===== src/rtl/seg_scan_pkg.sv =====
// -----------------------------------------------------------------------------
// seg_scan_pkg
//   Shared definitions for the 7-segment scan controller:
//     state_t      - scan FSM states (S_BLANK, S_DRIVE)
//     SEG_OFF      - active-high "all segments off" pattern
//     GLYPH_TABLE  - 16-entry hex glyph table, active-high {g,f,e,d,c,b,a}
// -----------------------------------------------------------------------------
package seg_scan_pkg;

   typedef enum logic [0:0] {
      S_BLANK = 1'b0,
      S_DRIVE = 1'b1
   } state_t;

   localparam logic [6:0] SEG_OFF = 7'h00;

   // Entry h is the glyph for hex digit h (entry 0 is the rightmost element).
   localparam logic [15:0][6:0] GLYPH_TABLE = {
      7'h71, 7'h79, 7'h5E, 7'h39,   // F E d C
      7'h7C, 7'h77, 7'h6F, 7'h7F,   // b A 9 8
      7'h07, 7'h7D, 7'h6D, 7'h66,   // 7 6 5 4
      7'h4F, 7'h5B, 7'h06, 7'h3F    // 3 2 1 0
   };

endpackage


===== src/rtl/hex_seg_decoder.sv =====
// -----------------------------------------------------------------------------
// hex_seg_decoder
//   Purely combinational hex nibble to 7-segment glyph decoder (active-high).
//   Ports:
//     hex  in  4   nibble to decode
//     seg  out 7   seg[0]=a ... seg[6]=g, 1 = segment lit
// -----------------------------------------------------------------------------
module hex_seg_decoder (
   input  logic [3:0] hex,
   output logic [6:0] seg
);
   import seg_scan_pkg::*;

   assign seg = GLYPH_TABLE[hex];

endmodule


===== src/rtl/seg_scan_ctrl.sv =====
// -----------------------------------------------------------------------------
// seg_scan_ctrl
//   Time-multiplexed scan controller for an N-digit 7-segment display. One
//   shared decoder is muxed across digits; each digit slot starts with a
//   blanking gap to stop ghosting. A newly loaded value is held pending and
//   committed only at the frame boundary so a frame never mixes two values.
//
//   Ports:
//     clk          in   1             clock, rising edge
//     reset        in   1             synchronous, active-high
//     load         in   1             strobe: capture data_in as pending value
//     data_in      in   4*NUM_DIGITS  nibble k drives digit k
//     upd_pending  out  1             pending value not yet committed
//     frame_tick   out  1             one-cycle pulse after each frame boundary
//     an           out  NUM_DIGITS    one-hot digit enable (ACTIVE_LOW polarity)
//     seg          out  7             segments a..g (ACTIVE_LOW polarity)
//
//   Optional feature macro: SEG_LZ_BLANK_EN
//     defined   - leading-zero digits (k>0 with nibbles k..N-1 all zero) show
//                 no segments; their enable is still scanned.
//     undefined - every digit shows its glyph.
// -----------------------------------------------------------------------------
module seg_scan_ctrl #(
   parameter int NUM_DIGITS   = 4,
   parameter int SCAN_DIV     = 50000,
   parameter int BLANK_CYCLES = 2,
   parameter int ACTIVE_LOW   = 1
) (
   input  logic                      clk,
   input  logic                      reset,
   input  logic                      load,
   input  logic [4*NUM_DIGITS-1:0]   data_in,
   output logic                      upd_pending,
   output logic                      frame_tick,
   output logic [NUM_DIGITS-1:0]     an,
   output logic [6:0]                seg
);
   import seg_scan_pkg::*;

   // One counter serves both states, so size it for the longer of the two.
   localparam int CNT_MAX = (SCAN_DIV > BLANK_CYCLES) ? SCAN_DIV : BLANK_CYCLES;
   localparam int CNT_W   = (CNT_MAX > 1) ? $clog2(CNT_MAX) : 1;
   localparam int DIG_W   = (NUM_DIGITS > 1) ? $clog2(NUM_DIGITS) : 1;

   localparam logic [CNT_W-1:0] BLANK_LAST = CNT_W'(BLANK_CYCLES - 1);
   localparam logic [CNT_W-1:0] DRIVE_LAST = CNT_W'(SCAN_DIV - 1);
   localparam logic [DIG_W-1:0] DIG_LAST   = DIG_W'(NUM_DIGITS - 1);

   localparam logic [NUM_DIGITS-1:0] AN_IDLE =
      (ACTIVE_LOW != 0) ? {NUM_DIGITS{1'b1}} : {NUM_DIGITS{1'b0}};
   localparam logic [6:0] SEG_IDLE = (ACTIVE_LOW != 0) ? ~SEG_OFF : SEG_OFF;

   state_t                    state_reg, state_next;
   logic [CNT_W-1:0]          cnt_reg, cnt_next;
   logic [DIG_W-1:0]          dig_reg, dig_next;
   logic [4*NUM_DIGITS-1:0]   pend_reg;
   logic [4*NUM_DIGITS-1:0]   disp_reg;
   logic                      upd_pending_reg;
   logic                      frame_tick_reg;
   logic [NUM_DIGITS-1:0]     an_reg, an_next;
   logic [6:0]                seg_reg, seg_next;

   logic                      boundary;
   logic [3:0]                digit_nib [NUM_DIGITS];
   logic [NUM_DIGITS-1:0]     digit_blank;
   logic [NUM_DIGITS-1:0]     dig_onehot;
   logic [3:0]                cur_nib;
   logic [6:0]                cur_glyph;

   // ---------------------------------------------------------------------
   // Scan FSM: BLANK_CYCLES off, then SCAN_DIV driving the current digit.
   // boundary marks the last drive cycle of the last digit.
   // ---------------------------------------------------------------------
   always_comb begin
      state_next = state_reg;
      cnt_next   = cnt_reg + 1'b1;
      dig_next   = dig_reg;
      boundary   = 1'b0;
      if (state_reg == S_BLANK) begin
         if (cnt_reg == BLANK_LAST) begin
            state_next = S_DRIVE;
            cnt_next   = '0;
         end
      end else begin
         if (cnt_reg == DRIVE_LAST) begin
            state_next = S_BLANK;
            cnt_next   = '0;
            if (dig_reg == DIG_LAST) begin
               dig_next = '0;
               boundary = 1'b1;
            end else begin
               dig_next = dig_reg + 1'b1;
            end
         end
      end
   end

   // ---------------------------------------------------------------------
   // Per-digit views of the displayed value, enable decode and blanking.
   // ---------------------------------------------------------------------
   for (genvar gi = 0; gi < NUM_DIGITS; gi++) begin : g_digit
      assign digit_nib[gi]  = disp_reg[4*gi +: 4];
      assign dig_onehot[gi] = (dig_reg == DIG_W'(gi));
   end

`ifdef SEG_LZ_BLANK_EN
   // A digit is a leading zero when it and every more-significant nibble are
   // zero; digit 0 always shows so a zero value still displays "0".
   for (genvar gi = 0; gi < NUM_DIGITS; gi++) begin : g_lz
      if (gi == 0) begin : g_first
         assign digit_blank[gi] = 1'b0;
      end else begin : g_upper
         assign digit_blank[gi] = (disp_reg[4*NUM_DIGITS-1:4*gi] == '0);
      end
   end
`else
   assign digit_blank = '0;
`endif

   assign cur_nib = digit_nib[dig_reg];

   hex_seg_decoder u_dec (
      .hex (cur_nib),
      .seg (cur_glyph)
   );

   // Output pattern for the next cycle, polarity applied before registering.
   always_comb begin
      an_next  = '0;
      seg_next = SEG_OFF;
      if (state_reg == S_DRIVE) begin
         an_next = dig_onehot;
         if (!digit_blank[dig_reg]) begin
            seg_next = cur_glyph;
         end
      end
      if (ACTIVE_LOW != 0) begin
         an_next  = ~an_next;
         seg_next = ~seg_next;
      end
   end

   // ---------------------------------------------------------------------
   // State, value and output registers.
   // ---------------------------------------------------------------------
   always_ff @(posedge clk) begin
      if (reset) begin
         state_reg       <= S_BLANK;
         cnt_reg         <= '0;
         dig_reg         <= '0;
         pend_reg        <= '0;
         disp_reg        <= '0;
         upd_pending_reg <= 1'b0;
         frame_tick_reg  <= 1'b0;
         an_reg          <= AN_IDLE;
         seg_reg         <= SEG_IDLE;
      end else begin
         state_reg      <= state_next;
         cnt_reg        <= cnt_next;
         dig_reg        <= dig_next;
         frame_tick_reg <= boundary;
         an_reg         <= an_next;
         seg_reg        <= seg_next;

         if (load) begin
            pend_reg <= data_in;
         end

         // A load on the boundary cycle bypasses pend_reg so it is not
         // delayed by a whole frame.
         if (boundary && (upd_pending_reg || load)) begin
            disp_reg        <= load ? data_in : pend_reg;
            upd_pending_reg <= 1'b0;
         end else if (load) begin
            upd_pending_reg <= 1'b1;
         end
      end
   end

   assign upd_pending = upd_pending_reg;
   assign frame_tick  = frame_tick_reg;
   assign an          = an_reg;
   assign seg         = seg_reg;

endmodule

===== config.mk =====
export PLATFORM = sky130hd
export DESIGN_NAME = seg_scan_ctrl
export DESIGN_NICKNAME = d
export VERILOG_FILES = /design/src/rtl/seg_scan_pkg.sv /design/src/rtl/hex_seg_decoder.sv /design/src/rtl/seg_scan_ctrl.sv
export SDC_FILE = /design/constraint.sdc
export NUM_CORES = 1
export LEC_CHECK = 0
export ABC_AREA = 1
export CORE_ASPECT_RATIO = 1.25
export CORE_MARGIN = 2
export CORE_UTILIZATION = 63
export CTS_BUF_LIST = sky130_fd_sc_hd__clkbuf_4
export DETAILED_ROUTE_END_ITERATION = 8
export HOLD_SLACK_MARGIN = 0.06
export PLACE_DENSITY = 0.87
export SLEW_MARGIN = 20
export SYNTH_ARGS = -nofsm -noshare
export SYNTH_HDL_FRONTEND = slang
export SYNTH_SLANG_ARGS = --single-unit
export TNS_END_PERCENT = 30

===== constraint.sdc =====
create_clock -name clk -period 4.1 [get_ports clk]
set_clock_uncertainty 0.2 [all_clocks]
set_input_delay 0.41 -clock clk [delete_from_list [all_inputs] [get_ports clk]]
set_output_delay 0.41 -clock clk [all_outputs]
set_load 0.02 [all_outputs]

; Word level (Yosys, flattened, before mapping)
; Memory sizes are Yosys's and may differ from the RTL's.
; Index checks and enable logic that the tools add are counted.
[op_classes]
muxes = 20
n_mul = 0
addsub = 2
shift = 0
n_lt_le_gt_ge = 3
reduce_logical = 5
n_bitwise = 3
div_mod_pow = 0
n_eq_ne = 5
[op_table]
columns = operator, count
row1 = 2-to-1 mux 16 bit, 4
row2 = 2-to-1 mux 7 bit, 3
row3 = "adder 16 x 1 -> 16 bit, second input constant", 1
row4 = "equality test 16 x 1 -> 1 bit, second input constant", 1
row5 = "equality test 16 bit, second input constant", 1
row6 = 2-to-1 mux 4 bit, 3
row7 = binary-select mux 4 bit (select 2 bit), 1
row8 = 2-to-1 mux 1 bit, 7
row9 = NOT 7 bit, 1
row10 = "less-than comparator 4 x 5 -> 1 bit, second input constant", 1
row11 = "equality test 2 bit, second input constant", 2
row12 = NOT 4 bit, 1
row13 = ">= comparator 3 bit, second input constant", 1
row14 = "less-than comparator 2 x 3 -> 1 bit, second input constant", 1
row15 = NOT 2 -> 3 bit, 1
row16 = "adder 2 x 1 -> 2 bit, second input constant", 1
row17 = binary-select mux 1 bit (select 2 bit), 1
row18 = "equality test 2 x 1 -> 1 bit, second input constant", 1
row19 = zero test 2 bit, 1
row20 = 2-to-1 mux 2 bit, 1
row21 = AND reduction 2 bit, 1
row22 = OR reduction 2 bit, 1
row23 = logical AND 1 bit, 1
row24 = logical OR 1 bit, 1
[totals]
regBits = 64
latch_bits = 0
romBits = 112
wordCells = 48
mem_bits_rw = 0
out_inout_bits = 13
memories = 1
in_bits = 19
[mem_list]
columns = name, words, width, read_ports, rd_clocked_by_memory_dff, write_ports, line
row1 = (name not given), 16, 7, 1, 0, 0, hex_seg_decoder.sv:14  ; assign seg = GLYPH_TABLE[hex];

; Depth between registers and ports, before layout
; Gate-level depths: netlist of the first run.
[logic_depth]
word_depth = 9
mapped_depth = 12
mapped_depth_nobuf = 10

; By module
; A second synthesis of the first run with hierarchy kept.
[unflattened]
hier_cells = 456
hier_area_um2 = 3155.5
[modules_own_cells]
columns = mod, n_inst, area_per_inst_um2, cells_per_inst, seq_area_each_um2
row1 = seg_scan_ctrl, 1, 2885.3, 404, 1281.2
row2 = hex_seg_decoder, 1, 270.3, 52, 0.0

; Worst setup path after synthesis of the first run
; OpenSTA, ideal clock, no wires.
[synth_timing]
path_type = register to register
startpoint = reg dig_reg[0]
endpoint = reg seg_reg[3], in the netlist seg[3]
t_required_ps = 3771
path_slack_ps = 2200
setup_ps = 129
n_path_buf = 2
t_arrival_ps = 1572
stages_incl_launch_ff = 12
synth_period_minus_slack_ps = 1900
cell_sequence = dfxtp_1 -> clkbuf_2 -> buf_2 -> nand2_1 -> o21ai_0 -> nand2_1 -> nand2_1 -> inv_1 -> ha_1 -> nor2_1 -> o21ai_0 -> nand2_1
[synth_between]
elab_chain_cells = 9
word_cells_on_any_way = 11
classes_between = mux: 8 / bitwise: 2 / memory: 1
[synth_rtl]
columns = item, line
row1 = from (decl), seg_scan_ctrl.sv:55  ; logic [DIG_W-1:0] dig_reg, dig_next;
row2 = from (signal assigned), seg_scan_ctrl.sv:160  ; dig_reg <= dig_next;
row3 = NOT 2 -> 3 bit (not written as such), seg_scan_ctrl.sv:120  ; assign cur_nib = digit_nib[dig_reg];
row4 = binary-select mux 4 bit (select 2 bit), seg_scan_ctrl.sv:120
row5 = 2-to-1 mux 4 bit (not written as such) (2 in a row), seg_scan_ctrl.sv:120
row6 = memory (16 x 7 bit), n/a
row7 = 2-to-1 mux 7 bit (not written as such), hex_seg_decoder.sv:14
row8 = 2-to-1 mux 7 bit *, seg_scan_ctrl.sv:133  ; if (!digit_blank[dig_reg]) begin
row9 = 2-to-1 mux 7 bit *, seg_scan_ctrl.sv:131  ; if (state_reg == S_DRIVE) begin
row10 = NOT 7 bit *, seg_scan_ctrl.sv:139  ; seg_next = ~seg_next;
row11 = to (signal assigned), seg_scan_ctrl.sv:163  ; seg_reg <= seg_next;
row12 = to (decl), seg_scan_ctrl.sv:61  ; logic [6:0] seg_reg, seg_next;
; Mark *: on every way between the ends. The rest lies on a longest branch, timed or not. The select of a mux whose other input is x is not followed.
; A chain may end at the register's enable or synchronous reset.

==> results by group, run 1 <==
Outcome
  • Status: completed

Drt
  • Total Wirelength: 6.42 mm
  • Routed wire per std cell: approximately 13 um
  • Via count: 2,656
  • Pre-Repair DR Iteration Count: 7
  • Routed Antenna Nets: 0
  • Via-to-Cell Ratio: 5.21
  • Drc violations: 0
  • Initial DRC count: 251

STA
  • Final-report hold violation count: 0
  • Max-slew violations: 0
  • Fmax: 418 MHz
  • Worst hold margin: ~0.28 ns
  • Slew headroom: 41.4%
  • Final period util: 58.3%
  • Actual slew at the worst max-slew pin: slightly below 0.9 ns
  • RSZ-0062 raised after global routing: false
  • Sum Neg Setup Slack: 0 ns
  • Minimum clock period: 2.39 ns
  • Setup violators final: 0

Clock network
  • Post-CTS Hold Buffers: 0
  • TritonCTS buffer count: 9
  • Cells resized by post-CTS repair: 0
  • Post-CTS Setup Repair Bufs: 0
  • Max H-tree Level: 3
  • Root Driver: clkbuf_4
  • CTS tree: done
  • Clk Latency, worst-skew pair: 0.43 ns
  • Max Root-Sink Buffers: 2
  • CTS Sinks: 64
  • Worst-path clk slew: 0.10 ns

Die
  • Die footprint: 5430 um^2
  • DIE WIDTH: 66.3 um
  • Ports: 32
  • Row count: 28
  • Core Region: about 4700 um^2
  • Starting Density: between 60% and 70%
  • Die height: 81.9 um

Hold path
  • Hold Crit Endpoint: cnt_reg[0]$_SDFF_PP0_
  • Hold Path Class: reg2reg
  • Hold depth: 1
  • HP Start: cnt_reg[0]$_SDFF_PP0_

Synth
  • Post-Synthesis Cell Area: 3060 um^2
  • Synth warn: 0
  • Mean Syn Cell Area: between 7 and 8 um^2
  • FF+latch count, synth: 64
  • Syn Inst Count: 415
  • Seq/Total Area, Yosys: 41.9%
  • Yosys cell types: 31
  • Post-synthesis net count: between 400 and 500

Worst setup path
  • WS Path Type: in2reg
  • CP Capture Type: flop
  • Critical path fanouts, max: 23
  • R2R cell count: 10
  • Critical R2R Capture: seg[3]$_SDFF_PP1_
  • R2R Setup Slk: 1.73 ns
  • Critical Path Start Type: primary input
  • CP startpoint: reset
  • Worst Path Arrival: 2.55 ns
  • Data required, critical path: about 4.3 ns
  • R2R Path Start: dig_reg[1]$_SDFFE_PP0P_

Final layout
  • Final nets: 476
  • Most common cell after layout, fill and taps aside: nand2_1
  • Ant diodes: 0
  • P&R area growth vs syn: 16.5%
  • Most frequent cells in the layout: nand2_1 (92), nor2_1 (72), dfxtp_1 (64)
  • Layout cell share with drive strength beyond 1: 6.44%

Global routing
  • Initial antenna violation count: 0
  • Vias in the first global route: 2,436
  • GRT Util Overall: 25.5%
  • First-pass GRT wire length: approximately 10 mm
  • Largest net degree at the start of global routing: 24
  • Total congestion overflow: 0

Place
  • GP Congestion: 0.939
  • Dpl hpwl: approximately 4.5 mm
  • Port Buffers: 31

Power
  • Leakage: about 0.0015 uW
  • Peak VDD IR: 0.000290 V
  • PwrDens: 376 nW/um^2

Run
  • Max_cap viols: 0
==> critical path, cell delays in order <==
cell and delay [ns]:
clkdlybuf4s50_1 0.87, inv_1 0.76, nand3_2 0.34, nor2_1 0.16
==> cell families (layout without fill, tap and decap cells) <==
family	after synthesis	count (layout)	synth area share (%)
flip-flops	64	64	41.9
AND/OR/NAND/NOR	219	219	31.5
AO/OA/AOI/OAI	24	24	4.30
buffers and inverters	71	106	9.57
adder cells (fa/ha/maj)	12	12	4.91
multiplexers	15	15	4.91
XOR/XNOR	10	10	2.86
==> metal layers <==
metal	GRT usage [%]	part of all wire, %
met1	27.7	39
met2	45.8	53
met3	5.21	6.2
met4	14.3	2.1
met5	0	0
==> Yosys cell counts <==
master    count  area share, %
o21ai_0      11            1.8
xnor2_1       2           0.57
clkinv_1      3           0.37
xor2_1        8            2.3
nand3_2       3           0.98
clkbuf_2      1           0.16
buf_1         2           0.25
o211ai_1      3           0.74
dfxtp_1      64             42
a21oi_1       7            1.1
buf_4         1           0.25
a22oi_1       1           0.25
o22ai_1       1           0.20
nor2_2        2           0.41
o21ai_1       1           0.16
mux2i_1      15            4.9
buf_2         5           0.82
or2_0         1           0.20
nand3_1      21            3.4
inv_2         1           0.12
nand4_4       1           0.70
nor3_1        4           0.65
nand2_2       2           0.41
nor2_1       72            8.8
nand4_1      19            3.9
nor2_4        2           0.74
ha_1         12            4.9
clkbuf_1      3           0.37
inv_1        53            6.5
nand2_1      92             11
buf_6         2           0.74
==> through the flow <==
stage               power (uW)  cells  cell area (um^2)  setup WS, ns  utilization [%]
global route              1390    510              3560          1.48             75.9
floorplan                  755    415              3060          2.20                -
detailed placement         812    494              3380          1.30             72.0
finish                    1340    510              3560          1.71             75.9
global placement           808    494              3380          1.38             72.0
CTS                       1340    510              3560          1.72             75.9
==> final cells by class <==
cell class                      count  area [um^2]
Clock inverter                      6          108
Timing Repair Buffer               33          325
Clock buffer                       10         75.1
Tap cell                           60         75.1
Multi-Input combinational cell    280         1480
Fill cell                         359         1130
Inverter                           57          214
Sequential cell                    64         1280
==> worst max path at each step <==
stage | end | slack (ns) | cells after the start
after floorplan | seg[3]$_SDFF_PP1_ | 2.20 | 11
after global placement | cnt_reg[9]$_SDFF_PP0_ | 1.38 | 4
after detailed placement | cnt_reg[2]$_SDFF_PP0_ | 1.30 | 4
after CTS | cnt_reg[2]$_SDFF_PP0_ | 1.72 | 4
after global routing | cnt_reg[3]$_SDFF_PP0_ | 1.48 | 4
final | cnt_reg[2]$_SDFF_PP0_ | 1.71 | 4
==> power breakdown <==
group	internal [uW]	leakage, uW	switching [uW]
clock network	313	0.0000964	230
logic	61.3	0.000930	73.4
registers	650	0.000521	12.9
(Power assumes the default switching activity.)
==> inputs of run 2 (changes only) <==
Settings changed: CORE_UTILIZATION 63 to 53, PLACE_DENSITY 0.87 to 0.78.
Clock period 4.1 ns to 2.1 ns, I/O delays scaled along.
==> results by group, run 2 (synthesis results as in run 1) <==
Drt
  • Initial DRC count: 136 (-46%)
  • Drc violations: 0 (unchanged)
  • Routed Antenna Nets: 0 (unchanged)
  • WL met2: 3.39 mm (+0.47%)
  • Via-to-Cell Ratio: 5.10 (-2.0%)
  • Highest routed layer: met4
  • Pre-Repair DR Iteration Count: 6 (-1)
  • Total Wirelength: 6.60 mm (+2.8%)
  • M1 wire length: 2.76 mm (+9.6%)
  • DR WL met3: 215 um (-46%)
  • Via count: 2,689 (+1.2%)
  • Routed wire per std cell: 12.5 um (-0.51%)

Global routing
  • First-pass GRT wire length: 10.9 mm (+4.2%)
  • GRT Util Overall: 22.2% (-3.3 points)
  • Vias in the first global route: 2,454 (+0.74%)
  • Total congestion overflow: 0 (unchanged)
  • Initial antenna violation count: 0 (unchanged)
  • Largest net degree at the start of global routing: 18 (-25%)

Die
  • Core Region: 5520 um^2 (+18%)
  • Die height: 88.9 um (+8.6%)
  • DIE WIDTH: 71.9 um (+8.5%)
  • Row count: 30 (+7.1%)
  • Ports: 32 (unchanged)
  • Die footprint: 6400 um^2 (+18%)
  • Starting Density: 55.4% (-9.7 points)

STA
  • RSZ-0062 raised after global routing: false
  • Max-slew violations: 0 (unchanged)
  • Minimum clock period: around 1.8 ns
  • Actual slew at the worst max-slew pin: 0.467 ns (-0.409 ns)
  • Fmax: 548 MHz
  • Final period util: 86.9%
  • Slew headroom: 68.9% (+27 points)
  • Setup violators final: 0 (unchanged)
  • Sum Neg Setup Slack: 0 ns (unchanged)
  • Final-report hold violation count: 0 (unchanged)

Worst setup path
  • R2R cell count: 9 (-1)
  • Cell Chain, Critical Path: ha_1 > nand2_1 > nor2_4 > nand3_2 > nor2_4 > buf_4 > nand4_1 > nand2_1 > nor2_1
  • Worst Path Arrival: 1.93 ns (-0.62 ns)
  • R2R Path Start: cnt_reg[0]$_SDFF_PP0_
  • CP Capture Type: flop
  • Critical Path Start Type: flop
  • Worst path max stage delay: 0.40 ns (-0.47 ns)
  • WS Path Type: reg2reg
  • Critical path fanouts, max: 8 (-65%)
  • R2R Setup Slk: 0.27 ns (-1.46 ns)
  • Critical-path top delay cell: dfxtp_1
  • Critical R2R Capture: disp_reg[2]$_SDFFE_PP0P_
  • Data required, critical path: 2.21 ns (-2.05 ns)

Hold path
  • Hold Path Class: in2reg
  • Hold Crit Endpoint: pend_reg[10]$_SDFF_PP0_
  • Hold depth: 3 (+2)
  • HP Start: data_in[10]

Run
  • Max_cap viols: 0 (unchanged)

Clock network
  • Worst-path clk slew: 0.12 ns (+0.02 ns)
  • Clk Latency, worst-skew pair: 0.41 ns (-0.02 ns)
  • Root Driver: clkbuf_4
  • CTS tree: done
  • Post-CTS Setup Repair Bufs: 0 (unchanged)
  • Max H-tree Level: 3 (unchanged)
  • Cells resized by post-CTS repair: 0 (unchanged)
  • TritonCTS buffer count: 9 (unchanged)
  • Max Root-Sink Buffers: 2 (unchanged)
  • Post-CTS Hold Buffers: 0 (unchanged)
  • CTS Sinks: 64 (unchanged)

Power
  • Leakage: 0.00158 uW (+2.0%)
  • Peak VDD IR: 0.000432 V (+49%)
  • PwrDens: 662 nW/um^2 (+76%)
  • Overall power: 2400 uW (+79%)

Final layout
  • Ant diodes: 0 (unchanged)
  • Util after Layout: 65.7% (-10 points)
  • Final Instance Area: 3620 um^2 (+1.8%)
  • Non-Filler Instances: 527 (+3.3%)
  • Final nets: 489 (+2.7%)
  • Most common cell after layout, fill and taps aside: nand2_1
  • Most frequent cells in the layout: nand2_1 (92), nor2_1 (72), dfxtp_1 (62)
  • Layout cell share with drive strength beyond 1: 9.29% (+2.8 points)
  • P&R area growth vs syn: 18.5%

Place
  • Port Buffers: 31 (unchanged)
  • GP Congestion: 0.904 (-3.8%)
  • Dpl hpwl: 5.04 mm (+11%)
  • Post-Place Cells: 511 (+3.4%)
  • Post-Place Cell Area: 3480 um^2 (+3.0%)

Outcome
  • Status: completed
==> run 2: cell types whose count changed in the layout (fill, tap and decap cells not counted), sizes merged <==
cell / before / now
buf: 2 / 15
bufinv: 3 / 1
clkbuf: 10 / 9
clkinvlp: 1 / 4
==> run 2: worst max-delay path, delay by kind of cell (launching register included) <==
kind                       cells  cell delay [ns]
DFF                            1             0.40
adders and majority gates      1             0.23
buffers and inverters          1             0.17
and+or+nand+nor                7             0.72
==> run 2: how the worst max path moves through the flow <==
| stage | endpoint | slack, ns | from |
|---|---|---|---|
| 2_1_floorplan | seg[3]$_SDFF_PP1_ | 0.20 | dig_reg[0]$_SDFFE_PP0P_ |
| 3_3_place_gp | seg[3]$_SDFF_PP1_ | 0.21 | dig_reg[0]$_SDFFE_PP0P_ |
| 3_5_place_dp | seg[3]$_SDFF_PP1_ | 0.21 | dig_reg[0]$_SDFFE_PP0P_ |
| 4_1_cts | seg[3]$_SDFF_PP1_ | 0.19 | dig_reg[0]$_SDFFE_PP0P_ |
| 5_1_grt | seg[3]$_SDFF_PP1_ | 0.06 | dig_reg[0]$_SDFFE_PP0P_ |
| 6_report | disp_reg[2]$_SDFFE_PP0P_ | 0.27 | cnt_reg[0]$_SDFF_PP0_ |
==> run 2: per-stage QoR <==
step                      setup WS, ns  hold slack, ns
after floorplan                  0.200           0.115
after global placement           0.205           0.251
after detailed placement         0.212           0.257
after CTS                        0.189           0.224
after global routing            0.0639           0.220
final                            0.274           0.250
==> run 2: metal layers <==
metal	vias up	global-route usage, %
li1	1390	-
met1	1210	24.2
met2	65	40.2
met3	24	4.96
met4	0	11.8
met5	-	0
==> run 2: layout make-up <==
type / instances / area (um^2)
Tap cell: 64 / 80.1
Inverter: 57 / 214
Fill cell: 476 / 1890
Multi-Input combinational cell: 280 / 1480
Sequential cell: 64 / 1280
Clock inverter: 7 / 72.6
Timing Repair Buffer: 46 / 423
Clock buffer: 9 / 67.6
==> run 2: where the power goes <==
| part | leakage [uW] | internal [uW] | switching [uW] |
|---|---|---|---|
| Sequential | 0.000522 | 1270 | 25.6 |
| Combinational | 0.000994 | 128 | 144 |
| Clock | 0.0000618 | 359 | 474 |
==> inputs of run 3 (changes only) <==
Settings changed: CORE_UTILIZATION 53 to 56, CTS_BUF_LIST sky130_fd_sc_hd__clkbuf_4 to sky130_fd_sc_hd__clkbuf_16, PLACE_DENSITY 0.78 to 0.79.
Clock period 2.1 ns to 2 ns, I/O delays scaled along.
==> results by group, run 3 (synthesis results as in run 1) <==
Outcome
  • Status: completed

Clock network
  • TritonCTS buffer count: 9 (unchanged)
  • CTS tree: done
  • Post-CTS Setup Repair Bufs: 0 (unchanged)
  • CTS Sinks: 64 (unchanged)
  • Worst-path clk slew: 0.05 ns (-0.07 ns)
  • Max Root-Sink Buffers: 2 (unchanged)
  • Root Driver: clkbuf_16
  • Max H-tree Level: 3 (unchanged)
  • Clk Latency, worst-skew pair: 0.33 ns (-0.08 ns)

Final layout
  • Layout cell share with drive strength beyond 1: 8.64% (-0.65 points)
  • Most frequent cells in the layout: nand2_1 (91), nor2_1 (72), dfxtp_1 (63)
  • Multi-input logic area: 1490 um^2 (+0.17%)
  • Ant diodes: 0 (unchanged)
  • Final nets: 489 (unchanged)
  • Non-Filler Instances: 527 (unchanged)
  • Layout filler cell count: 457 (-4.0%)
  • Register area: 1280 um^2 (about the same)
  • P&R area growth vs syn: 22.8%
  • Most common cell after layout, fill and taps aside: nand2_1
  • Final Instance Area: 3760 um^2 (+3.6%)

Worst setup path
  • CP top delay family: compound AO/OA/AOI/OAI gates
  • Worst Path Arrival: 1.89 ns (-0.04 ns)
  • Critical Path Start Type: flop
  • CP Capture Type: flop
  • R2R Setup Slk: 0.12 ns (-0.16 ns)
  • Critical-path top delay cell: dfxtp_4
  • Cell Chain, Critical Path: o21ai_0 > nand2_1 > nand2_1 > inv_1 > ha_1 > nor2_1 > o21ai_0 > nand2_1
  • Critical path fanouts, max: 11 (+3)
  • WS Path Type: reg2reg
  • Most Frequent Cell on Critical Path: nand2_1
  • Buffers & Inverters on Critical Path: 1 (unchanged)
  • Worst path max stage delay: 0.37 ns (-0.03 ns)
  • Data required, critical path: 2.01 ns (-0.20 ns)

STA
  • Fmax: 532 MHz (-3.0%)
  • Slew headroom: 81.4% (+13 points)
  • Actual slew at the worst max-slew pin: 0.278 ns (-0.188 ns)
  • Minimum clock period: 1.88 ns (+0.0555 ns)
  • Setup violators final: 0 (unchanged)
  • Final period util: 94.1% (+7.1 points)
  • RSZ-0062 raised after global routing: false
  • Final-report hold violation count: 0 (unchanged)
  • Worst hold margin: 0.268 ns (+0.0180 ns)
  • Sum Neg Setup Slack: 0 ns (unchanged)
  • Max-slew violations: 0 (unchanged)

Place
  • Dpl hpwl: 4.91 mm (-2.6%)
  • Post-Place Cell Area: 3490 um^2 (+0.36%)
  • Port Buffers: 31 (unchanged)
  • GP Congestion: 0.873 (-3.4%)
  • Post-Place Cells: 511 (unchanged)

Hold path
  • Hold Path Class: reg2reg

Power
  • Leakage: 0.00166 uW (+4.9%)
  • Peak VDD IR: 0.000472 V (+9.2%)
  • Overall power: 3000 uW (+25%)
  • PwrDens: 798 nW/um^2 (+20%)
  • Internal: 2290 uW (+30%)
  • Net Sw Power: 711 uW (+10%)
  • Seq pwr share: 45.5% (-8.4 points)
  • Logic gate share of total power: 9.8% (-1.5 points)
  • Sw Share: 23.7% (-3.1 points)
  • Clock Power Share: 44.6% (+9.9 points)

Drt
  • Initial DRC count: 154 (+13%)
  • Routed wire per std cell: 12.5 um (-0.48%)
  • Via-to-Cell Ratio: 5.16 (+1.0%)
  • Drc violations: 0 (unchanged)
  • Routed Antenna Nets: 0 (unchanged)
  • Pre-Repair DR Iteration Count: 4 (-2)
  • Total Wirelength: 6.57 mm (-0.48%)
  • Via count: 2,717 (+1.0%)

Die
  • Row count: 30 (unchanged)
  • Die height: 86.6 um (-2.6%)
  • Die footprint: 6070 um^2 (-5.1%)
  • Ports: 32 (unchanged)
  • Starting Density: 57.0% (+1.6 points)
  • DIE WIDTH: 70.1 um (-2.6%)
  • Core Region: 5370 um^2 (-2.7%)

Global routing
  • Initial antenna violation count: 0 (unchanged)
  • Largest net degree at the start of global routing: 18 (unchanged)
  • Vias in the first global route: 2,636 (+7.4%)
  • GRT Util Overall: 23.2% (+0.99 points)
  • Total congestion overflow: 0 (unchanged)
  • First-pass GRT wire length: 11.1 mm (+2.6%)

Run
  • Max_cap viols: 0 (unchanged)
## run 3: area by class of cell
class	count	area share, %
well taps	64	2.13
clock buffers	9	6.00
flip-flops and latches	64	34.2
inverters	57	5.70
repair buffers	46	11.6
multi-input cells	280	39.6
clock inverters	7	0.799
## run 3: per-stage QoR
step                setup WS, ns  util (%)
floorplan                 0.0998         -
global placement          0.0343      65.1
detailed placement        0.0501      65.1
CTS                       0.0438      69.9
global route             0.00662      70.0
finish                     0.119      70.0
## run 3: final timing paths
kind / depth (start not counted) / from / end
max: 8 / dig_reg[0]$_SDFFE_PP0P_ / seg[3]$_SDFF_PP1_
min: 1 / cnt_reg[0]$_SDFF_PP0_ / cnt_reg[0]$_SDFF_PP0_
max reg2reg: 8 / dig_reg[0]$_SDFFE_PP0P_ / seg[3]$_SDFF_PP1_
min reg2reg: 1 / cnt_reg[0]$_SDFF_PP0_ / cnt_reg[0]$_SDFF_PP0_
## run 3: layer usage
layer  global-route usage [%]  share of wire (%)  vias to the layer above
met1                     25.0                 41                     1229
met5                        0                  0                        -
met4                     15.0                3.0                        0
met2                     41.1                 52                       71
met3                     4.88                4.1                       22
li1                         -                  -                     1395
## run 3: what timing repair did
item	4_1_cts	5_1_grt
gates resized for setup	0	3
hold buffers	0	0
endpoints found under the setup margin	0	6
## run 3: power groups by stage
stage	logic [uW]	clock network (uW)	registers (uW)
floorplan	136	0	1410
global placement	289	0	1390
detailed placement	298	0	1390
CTS	299	1350	1370
global route	325	1400	1370
finish	295	1340	1360
